--- config.mk ---
export PLATFORM = sky130hd
export DESIGN_NAME = mem_access_stage
export DESIGN_NICKNAME = d
export VERILOG_FILES = /design/src/rtl/mem_access_stage.sv
export SDC_FILE = /design/constraint.sdc
export NUM_CORES = 1
export LEC_CHECK = 0
export ABC_AREA = 1
export BUFFER_PORTS_ARGS = -buffer_cell sky130_fd_sc_hd__buf_2
export CAP_MARGIN = 25
export CORE_AREA = 2 2 288 290
export CTS_CLUSTER_DIAMETER = 200
export DETAILED_ROUTE_END_ITERATION = 10
export DIE_AREA = 0 0 290 292
export SLEW_MARGIN = 0
export SYNTH_ARGS = -nofsm -noshare
export SYNTH_HDL_FRONTEND = slang
export SYNTH_SLANG_ARGS = --single-unit
--- constraint.sdc ---
create_clock -name clk -period 13.15 [get_ports clk]
set_clock_uncertainty 0.05 [all_clocks]
set_input_delay 2.63 -clock clk [delete_from_list [all_inputs] [get_ports clk]]
set_output_delay 2.63 -clock clk [all_outputs]
set_load 0.01 [all_outputs]
--- src/rtl/mem_access_stage.sv ---
`default_nettype none
// ============================================================================
// Module   : mem_access_stage
// Brief    : Pipeline stage 3 of the RISC-V core. Executes loads and stores
//            over a 64-bit req/ack bus and passes every other instruction
//            through with its ALU result. One instruction in flight.
// Revision : 1.0 - initial release
// ============================================================================
module mem_access_stage #(
    parameter int BUS_DATA_WIDTH         = 64,
    parameter int REGISTER_NUMBER_WIDTH  = 5,
    parameter int REGISTER_WIDTH         = 64,
    parameter int INSTRUCTION_NAME_WIDTH = 12
) (
    input  logic                                  clk,
    input  logic                                  reset,
    input  logic                                  stage3_valid,
    output logic                                  stage3_ready,
    input  logic [REGISTER_WIDTH-1:0]             stage3_alu_result,
    input  logic [REGISTER_WIDTH-1:0]             stage3_rs2_val,
    input  logic [REGISTER_NUMBER_WIDTH:0]        stage3_rd,
    input  logic [INSTRUCTION_NAME_WIDTH*8:0]     stage3_opcode_name,
    input  logic [BUS_DATA_WIDTH-1:0]             stage3_pc,
    output logic                                  mem_req,
    output logic                                  mem_we,
    output logic [BUS_DATA_WIDTH-1:0]             mem_addr,
    output logic [63:0]                           mem_wdata,
    output logic [7:0]                            mem_wstrb,
    input  logic                                  mem_ack,
    input  logic [63:0]                           mem_rdata,
    output logic                                  nstage4_valid,
    input  logic                                  wb_ready,
    output logic [REGISTER_WIDTH-1:0]             nstage4_result,
    output logic [REGISTER_NUMBER_WIDTH:0]        nstage4_rd,
    output logic [INSTRUCTION_NAME_WIDTH*8:0]     nstage4_opcode_name,
    output logic [BUS_DATA_WIDTH-1:0]             nstage4_pc,
    output logic                                  nstage4_misaligned
);

    localparam int c_name_w = INSTRUCTION_NAME_WIDTH*8+1;

    // Opcode names are right-justified ASCII, zero padded on the left.
    localparam logic [c_name_w-1:0] c_op_lb  = {{(c_name_w-16){1'b0}}, "lb"};
    localparam logic [c_name_w-1:0] c_op_lh  = {{(c_name_w-16){1'b0}}, "lh"};
    localparam logic [c_name_w-1:0] c_op_lw  = {{(c_name_w-16){1'b0}}, "lw"};
    localparam logic [c_name_w-1:0] c_op_ld  = {{(c_name_w-16){1'b0}}, "ld"};
    localparam logic [c_name_w-1:0] c_op_lbu = {{(c_name_w-24){1'b0}}, "lbu"};
    localparam logic [c_name_w-1:0] c_op_lhu = {{(c_name_w-24){1'b0}}, "lhu"};
    localparam logic [c_name_w-1:0] c_op_lwu = {{(c_name_w-24){1'b0}}, "lwu"};
    localparam logic [c_name_w-1:0] c_op_sb  = {{(c_name_w-16){1'b0}}, "sb"};
    localparam logic [c_name_w-1:0] c_op_sh  = {{(c_name_w-16){1'b0}}, "sh"};
    localparam logic [c_name_w-1:0] c_op_sw  = {{(c_name_w-16){1'b0}}, "sw"};
    localparam logic [c_name_w-1:0] c_op_sd  = {{(c_name_w-16){1'b0}}, "sd"};

    // Access size code: 0=byte, 1=half, 2=word, 3=double.
    localparam logic [1:0] c_size_b = 2'd0;
    localparam logic [1:0] c_size_h = 2'd1;
    localparam logic [1:0] c_size_w = 2'd2;
    localparam logic [1:0] c_size_d = 2'd3;

    typedef enum logic [1:0] {
        S_IDLE = 2'd0,
        S_BUS  = 2'd1,
        S_OUT  = 2'd2
    } state_t;

    state_t      r_state;
    state_t      w_state_next;

    logic        w_is_load;
    logic        w_is_store;
    logic        w_signed;
    logic [1:0]  w_size;
    logic [2:0]  w_offset;
    logic [3:0]  w_bytes;
    logic [3:0]  w_end;
    logic        w_mem_op;
    logic        w_misaligned;
    logic        w_go_bus;
    logic        w_accept;
    logic [7:0]  w_strb_base;
    logic [63:0] w_store_wdata;
    logic [63:0] w_rdata_shifted;
    logic [63:0] w_load_value;

    // Load formatting needs only these once the bus is in progress.
    logic [2:0]  r_offset;
    logic [1:0]  r_size;
    logic        r_signed;
    logic        r_is_load;

    assign stage3_ready = (r_state == S_IDLE);
    assign w_accept     = stage3_ready && stage3_valid;

    // Decode the opcode string into access kind, size and signedness.
    always_comb begin
        w_is_load  = 1'b0;
        w_is_store = 1'b0;
        w_signed   = 1'b0;
        w_size     = c_size_b;
        case (stage3_opcode_name)
            c_op_lb:  begin w_is_load = 1'b1; w_size = c_size_b; w_signed = 1'b1; end
            c_op_lh:  begin w_is_load = 1'b1; w_size = c_size_h; w_signed = 1'b1; end
            c_op_lw:  begin w_is_load = 1'b1; w_size = c_size_w; w_signed = 1'b1; end
            c_op_ld:  begin w_is_load = 1'b1; w_size = c_size_d; end
            c_op_lbu: begin w_is_load = 1'b1; w_size = c_size_b; end
            c_op_lhu: begin w_is_load = 1'b1; w_size = c_size_h; end
            c_op_lwu: begin w_is_load = 1'b1; w_size = c_size_w; end
            c_op_sb:  begin w_is_store = 1'b1; w_size = c_size_b; end
            c_op_sh:  begin w_is_store = 1'b1; w_size = c_size_h; end
            c_op_sw:  begin w_is_store = 1'b1; w_size = c_size_w; end
            c_op_sd:  begin w_is_store = 1'b1; w_size = c_size_d; end
            default:  ;
        endcase
    end

    // An access is misaligned when it spills past the end of its 8-byte word.
    assign w_offset     = stage3_alu_result[2:0];
    assign w_bytes      = 4'd1 << w_size;
    assign w_end        = {1'b0, w_offset} + w_bytes;
    assign w_mem_op     = w_is_load || w_is_store;
    assign w_misaligned = w_mem_op && (w_end > 4'd8);
    assign w_go_bus     = w_mem_op && !w_misaligned;

    // Byte-enable pattern for the access size before lane shifting.
    always_comb begin
        w_strb_base = 8'h01;
        case (w_size)
            c_size_b: w_strb_base = 8'h01;
            c_size_h: w_strb_base = 8'h03;
            c_size_w: w_strb_base = 8'h0F;
            c_size_d: w_strb_base = 8'hFF;
            default:  w_strb_base = 8'h01;
        endcase
    end

    assign w_store_wdata   = 64'(stage3_rs2_val) << {w_offset, 3'b000};
    assign w_rdata_shifted = mem_rdata >> {r_offset, 3'b000};

    // Truncate the shifted read data to the access size and extend it.
    always_comb begin
        w_load_value = w_rdata_shifted;
        case (r_size)
            c_size_b: w_load_value = {{56{r_signed && w_rdata_shifted[7]}},  w_rdata_shifted[7:0]};
            c_size_h: w_load_value = {{48{r_signed && w_rdata_shifted[15]}}, w_rdata_shifted[15:0]};
            c_size_w: w_load_value = {{32{r_signed && w_rdata_shifted[31]}}, w_rdata_shifted[31:0]};
            default:  w_load_value = w_rdata_shifted;
        endcase
    end

    // FSM state register.
    always_ff @(posedge clk or posedge reset) begin
        if (reset) begin
            r_state <= S_IDLE;
        end else begin
            r_state <= w_state_next;
        end
    end

    // Next-state logic: IDLE accepts, BUS waits for ack, OUT waits for writeback.
    always_comb begin
        w_state_next = r_state;
        case (r_state)
            S_IDLE: begin
                if (stage3_valid) begin
                    w_state_next = w_go_bus ? S_BUS : S_OUT;
                end
            end
            S_BUS: begin
                if (mem_ack) begin
                    w_state_next = S_OUT;
                end
            end
            S_OUT: begin
                if (wb_ready) begin
                    w_state_next = S_IDLE;
                end
            end
            default: w_state_next = S_IDLE;
        endcase
    end

    // Datapath registers: latch on accept, bus handshake, result delivery.
    always_ff @(posedge clk or posedge reset) begin
        if (reset) begin
            mem_req             <= 1'b0;
            mem_we              <= 1'b0;
            mem_addr            <= '0;
            mem_wdata           <= '0;
            mem_wstrb           <= '0;
            nstage4_valid       <= 1'b0;
            nstage4_result      <= '0;
            nstage4_rd          <= '0;
            nstage4_opcode_name <= '0;
            nstage4_pc          <= '0;
            nstage4_misaligned  <= 1'b0;
            r_offset            <= '0;
            r_size              <= '0;
            r_signed            <= 1'b0;
            r_is_load           <= 1'b0;
        end else begin
            case (r_state)
                S_IDLE: begin
                    if (w_accept) begin
                        nstage4_opcode_name <= stage3_opcode_name;
                        nstage4_pc          <= stage3_pc;
                        nstage4_misaligned  <= w_misaligned;
                        nstage4_rd          <= (w_is_store || w_misaligned) ? '0 : stage3_rd;
                        nstage4_result      <= w_mem_op ? '0 : stage3_alu_result;
                        r_offset            <= w_offset;
                        r_size              <= w_size;
                        r_signed            <= w_signed;
                        r_is_load           <= w_is_load;
                        if (w_go_bus) begin
                            mem_req   <= 1'b1;
                            mem_we    <= w_is_store;
                            mem_addr  <= BUS_DATA_WIDTH'({stage3_alu_result[REGISTER_WIDTH-1:3], 3'b000});
                            mem_wdata <= w_is_store ? w_store_wdata : '0;
                            mem_wstrb <= w_is_store ? (w_strb_base << w_offset) : '0;
                        end else begin
                            nstage4_valid <= 1'b1;
                        end
                    end
                end
                S_BUS: begin
                    if (mem_ack) begin
                        mem_req       <= 1'b0;
                        nstage4_valid <= 1'b1;
                        if (r_is_load) begin
                            nstage4_result <= REGISTER_WIDTH'(w_load_value);
                        end
                    end
                end
                S_OUT: begin
                    if (wb_ready) begin
                        nstage4_valid <= 1'b0;
                    end
                end
                default: ;
            endcase
        end
    end

endmodule
`default_nettype wire

Word-level counts from Yosys, hierarchy flattened

Index checks and enable logic that the tools add are counted.

Flip-flop bits (word level): 377
Bits of input ports: 364
Output and inout port bits: 372

Add/sub/neg operators: 1
Magnitude comparators: 1
Equal/unequal tests: 25
Shift-type cells: 4
Mux-type cells: 28
Reductions and logical operators: 26

Operators with widths:

| operator             | count |
|---|---|
| $eq 97x15->1 const B | 8 |
| $mux 64              | 5 |
| $eq 97x23->1 const B | 3 |
| $pmux 64 s3          | 1 |
| $pmux 64 s2          | 1 |
| $shl 64x6->64        | 1 |
| $shr 64x6->64        | 1 |
| $pmux 8 s4           | 1 |
| $pmux 2 s3           | 2 |
| $mux 1               | 10 |
| $ne 2x2->1 const B   | 5 |
| $reduce_or 3->1      | 3 |
| $eq 2x2->1 const B   | 4 |
| $mux 2               | 4 |
| $mux 8               | 1 |
| $reduce_and 4->1     | 2 |
| $shl 8x3->8          | 1 |
| $reduce_or 7->1      | 1 |
| $eq 2x1->1 const B   | 3 |
| $logic_and 1x1->1    | 6 |
| $logic_not 2->1      | 3 |
| $mux 6               | 1 |
| $reduce_and 3->1     | 2 |
| $reduce_and 5->1     | 1 |
| other kinds (13)     | 15 |

Depth between registers and ports, before layout

Word-level depth: 12
Depth in mapped cells: 24
Gate-level depth less buffers: 24

Least setup slack after synthesis

Ideal clock, no wire load.

Kind: input-to-reg
From: input port stage3_opcode_name[62]
To: register mem_addr[12]
Setup time: 0.130 ns
Arrival: 5.243 ns
Required time: 12.970 ns
Setup slack: 7.726 ns
Cell stages on the path: 20
Cell sequence: nor2_1 > nand2_1 > nor2_1 > nand2_1 > nor2_4 > buf_6 > nand3_2 > o21ai_0 > inv_1 > nand2_1 > nor2_1 > ha_1 > fa_1 > nor4_1 > nand3b_4 > nand3_4 > buf_6 > buf_6 > nand2_1 > o21ai_1

Cells in the longest elaborated chain, start to end: 10

RTL lines:

| item                                                                       | RTL line | RTL |
|---|---|---|
| start, declared                                                            | 22       | `input logic [INSTRUCTION_NAME_WIDTH*8:0] stage3_opcode_name,` |
| $eq 97x15->1 / $eq 97x23->1 (equally long branches)                        | 101      | `case (stage3_opcode_name)` |
| $reduce_or 3->1 (no source line) / $reduce_or 2->1 (equally long branches) | n/a      |  |
| $pmux 2 s3                                                                 | 101      |  |
| $shl 1x2->4                                                                | 119      | `assign w_bytes = 4'd1 << w_size;` |
| $add 3x4->4                                                                | 120      | `assign w_end = {1'b0, w_offset} + w_bytes;` |
| $gt 4x4->1                                                                 | 122      | `assign w_misaligned = w_mem_op && (w_end > 4'd8);` |
| $logic_and 1x1->1                                                          | 122      |  |
| $logic_not 1->1                                                            | 123      | `assign w_go_bus = w_mem_op && !w_misaligned;` |
| $logic_and 1x1->1 (*)                                                      | 123      |  |
| $reduce_and 3->1 (no source line) (*)                                      | n/a      |  |
| end signal, assigned                                                       | 217      | `mem_addr <= BUS_DATA_WIDTH'({stage3_alu_result[REGISTER_WIDTH-1:3], 3'b000});` |
| end, declared                                                              | 26       | `output logic [BUS_DATA_WIDTH-1:0] mem_addr,` |

Every way passes the cells marked *; elsewhere a longest branch is shown, timed or not.
A chain may end at the register's enable or synchronous reset.

Worst setup path in the final report

From: input port stage3_opcode_name[92]
To: register mem_addr[32]

The elaborated chain is that of the path after synthesis.

==> summary.txt <==
Timing
  – RSZ-0062 raised after global routing: no
  – Fin crit period: between 7 and 8 ns
  – Worst-Margin Slew: 1.03 ns
  – Final Hold Viols: 0
  – Tcrit/Tclk final: 57.0%
  – Slew Limit Fails: 0
  – Worst relative slew slack: 30.6%
  – Final TNS setup: 0 ns
  – Final Setup Violations: 0
  – Fmax: between 100 and 150 MHz

Clock network
  – Root Buffer: clkbuf_16
  – Longest Clk Path Bufs: 3
  – Post-CTS Setup Bufs: 0
  – Worst skew pair latency: between 0.5 and 0.6 ns
  – CTS Sinks: 377
  – CTS tree: yes
  – Clk pin slew, worst setup/hold paths: about 0.06 ns
  – H-tree levels: 2
  – # resized after CTS: 0
  – Cts-stage hold buffer count: 0
  – CTS buffer count: 46

GRT
  – Largest net degree at the start of global routing: 106
  – First-pass GRT wire length: roughly 130000 µm
  – Total GRT Usage: 19.7%
  – Initial antenna violation count: 15
  – Overflow after GRT: 0
  – Vias in the first global route: 19700

Logic synthesis
  – Yosys top cell area share: roughly half
  – Synth top area cells: dfrtp_1 48%, nand2_1 20%, o21ai_0 5.3%
  – Post-synth top area cell: dfrtp_1
  – Synth Instances: between 2000 and 3000
  – Most common flop cell mapped by yosys: dfrtp_1
  – Flop and latch count out of synthesis: around 380
  – Yosys Warn Count: 0
  – Sequential area share after synthesis: 48.4%
  – Distinct cells, synth: 46
  – Avg Cell Area, Syn: between 7 and 8 µm²
  – Post-synth EDFFs: 0
  – FFs w/ async S/R, synth: 100%
  – Area of the mapped netlist: between 0.015 and 0.02 mm²

Power
  – Clock power frac: roughly 27%
  – Sequential Power Share: approximately a third
  – Worst VDD drop: between 100 and 150 µV
  – Pwr Total: just over 5 mW
  – Internal: between 2 and 3 mW
  – Leakage: 14.0 nW
  – Logic pwr share: 39.4%
  – Power Density: about 200 mW/mm²
  – Switch share: 41.3%
  – Sw Pwr: between 2 and 2.5 mW

Routing
  – DRC violation total after the first TritonRoute iteration: about 1400
  – Vias: around 20000
  – Detailed Routing Iterations Pass 1: 5
  – Antenna Nets Post-Route: 0
  – Total Wirelength: roughly 85000 µm
  – DRC viols: 0
  – Routed vias/inst: 4.60
  – Wire length per cell: just under 20 µm

Finish
  – Multi-input gate area: roughly 0.0086 mm²
  – Area delta synth->final: 31.3%
  – Commonest cells after routing, fill and taps aside: 1028 x nand2_1, 732 x buf_2, 375 x dfrtp_1
  – Fin nets: ~3600
  – Most common cell after layout, fill and taps aside: nand2_1
  – Fill cell count: slightly below 9000
  – Share of layout cells above drive strength 1: a little over a quarter
  – Sequential Area: about 0.0094 mm²

Place
  – Gpl congestion: 0.909
  – Post-DP HPWL: approximately 64000 µm
  – Port-buffer cells: 732

Floorplan
  – Row cnt: 105
  – Die area: between 0.08 and 0.09 mm²
  – Core area: 0.0816 mm²
  – Chip Width: between 200 and 300 µm
  – # IOs: approximately 740
  – Die height: ~290 µm
  – Initial Utilization: 23.9%

Setup path
  – Crit Path Category: in2reg
  – Crit start category: input port
  – Worst EP arrival: about 8 ns
  – Worst endpoint required time: about 14 ns
  – Worst Setup End Kind: flip-flop
  – Reg2Reg Depth: 8
  – Reg-to-reg slack, setup: between 8 and 9 ns
  – Worst-path fanout max: 92

Worst hold path
  – Cells on Worst Hold Path: 2
  – HP Class: reg2reg

Outcome
  – Outcome: complete, no violations

Run
  – MaxCap Viol Count: 0
power by group through the flow:
stage | registers (mW) | clock network, mW | logic, mW
2_1_floorplan | 1.88 | 0 | 0.984
3_3_place_gp | 1.73 | 0 | 2.02
3_5_place_dp | 1.72 | 0 | 2.04
4_1_cts | 1.72 | 1.42 | 2.04
5_1_grt | 1.76 | 1.47 | 2.24
6_report | 1.72 | 1.37 | 2.01
cell type report:
cell class	count	area share, %
clock buffers	68	5.22
repair buffers	762	15.3
diodes	9	0.0880
inverters	184	2.72
flip-flops and latches	377	36.9
multi-input cells	1903	33.5
clock inverters	17	1.07
well taps	1070	5.23
critical path, cell delays in order:
cell and delay [ns]:
buf_2 0.13, nor2_1 0.49, nand3_1 0.13, nor2_1 0.12, nand2_1 0.14, nor2_4 0.35, nand3_1 0.23, nand2_1 0.11
nor2_1 0.06, nand2_1 0.10, nor2_1 0.06, ha_1 0.21, fa_1 0.39, inv_1 0.08, nand2_1 0.05, inv_1 0.05
nor4_1 0.04, nand3b_4 0.20, nand3_4 0.53, buf_4 0.61, buf_4 0.79, nand2_1 0.13, o21ai_1 0.12
flip-flops by register name, summed over array words and instances, names as in the netlist:
| name | count |
|---|---|
| nstage4_rd | 6 |
| r_is_load | 1 |
| r_signed | 1 |
| mem_wstrb | 8 |
| nstage4_misaligned | 1 |
| nstage4_valid | 1 |
| r_state | 2 |
| mem_addr | 61 |
| r_size | 2 |
| mem_req | 1 |
| mem_we | 1 |
| nstage4_pc | 64 |
| r_offset | 3 |
| nstage4_result | 64 |
| mem_wdata | 64 |
| nstage4_opcode_name | 97 |
logic make-up (layout without fill, tap and decap cells):
kind of cell    after synthesis  in the layout  share of synthesized area, %
flops                       377            377                          48.4
fa+ha+maj                     4              4                         0.295
simple gates               1366           1366                          28.2
other cells                   1             12                        0.0192
compound gates              508            508                          14.2
mux                          22             22                          1.14
buf+inv                     358           1031                          7.78
cells in the mapped netlist (3+ instances only):
| cell | instances |
|---|---|
| a211oi_1 | 3 |
| a21oi_1 | 116 |
| a22oi_1 | 4 |
| a31oi_1 | 3 |
| buf_1 | 12 |
| buf_2 | 14 |
| buf_4 | 3 |
| buf_6 | 19 |
| clkbuf_1 | 126 |
| dfrtp_1 | 377 |
| ha_1 | 3 |
| inv_1 | 177 |
| inv_2 | 6 |
| mux2i_1 | 20 |
| nand2_1 | 1029 |
| nand3_1 | 136 |
| nand3_2 | 6 |
| nand4_1 | 19 |
| nor2_1 | 152 |
| nor2_2 | 3 |
| nor2_4 | 3 |
| nor3_1 | 9 |
| o211ai_1 | 29 |
| o21ai_0 | 208 |
| o21ai_1 | 104 |
| o21ai_2 | 11 |
| o22ai_1 | 7 |
| o311ai_0 | 6 |
| o31ai_1 | 10 |
stage by stage:
| step | utilization, % | hold slack, ns | worst slack, ns | std cells | instance area [µm²] |
|---|---|---|---|---|---|
| 2_1_floorplan | - | 0.445 | 5.41 | 2638 | 19500 |
| 3_5_place_dp | 29.3 | 0.410 | 5.13 | 4295 | 23900 |
| 5_1_grt | 31.3 | 0.437 | 5.23 | 4386 | 25600 |
| 3_3_place_gp | 29.3 | 0.407 | 5.16 | 4295 | 23900 |
| 6_report | 31.4 | 0.421 | 5.65 | 4390 | 25600 |
| 4_1_cts | 31.3 | 0.427 | 5.74 | 4380 | 25500 |
layer usage:
metal  track usage [%]  wire length, µm  vias up
li1                  -                -     9744
met4              6.35             2860        8
met5                 0               50        -
met2              34.2            41300      822
met1              23.6            34200     9466
met3              5.30             6790      139
worst paths after layout:
check | from | end
worst max register to register | r_state[1] | mem_addr[32]
min in group asynchronous | reset | nstage4_opcode_name[86]
worst min register to register | nstage4_opcode_name[82] | nstage4_opcode_name[82]
worst max-delay path | stage3_opcode_name[92] | mem_addr[32]
max in group asynchronous | reset | mem_wstrb[0]
worst min-delay path | nstage4_opcode_name[82] | nstage4_opcode_name[82]
(Power assumes the default switching activity.)
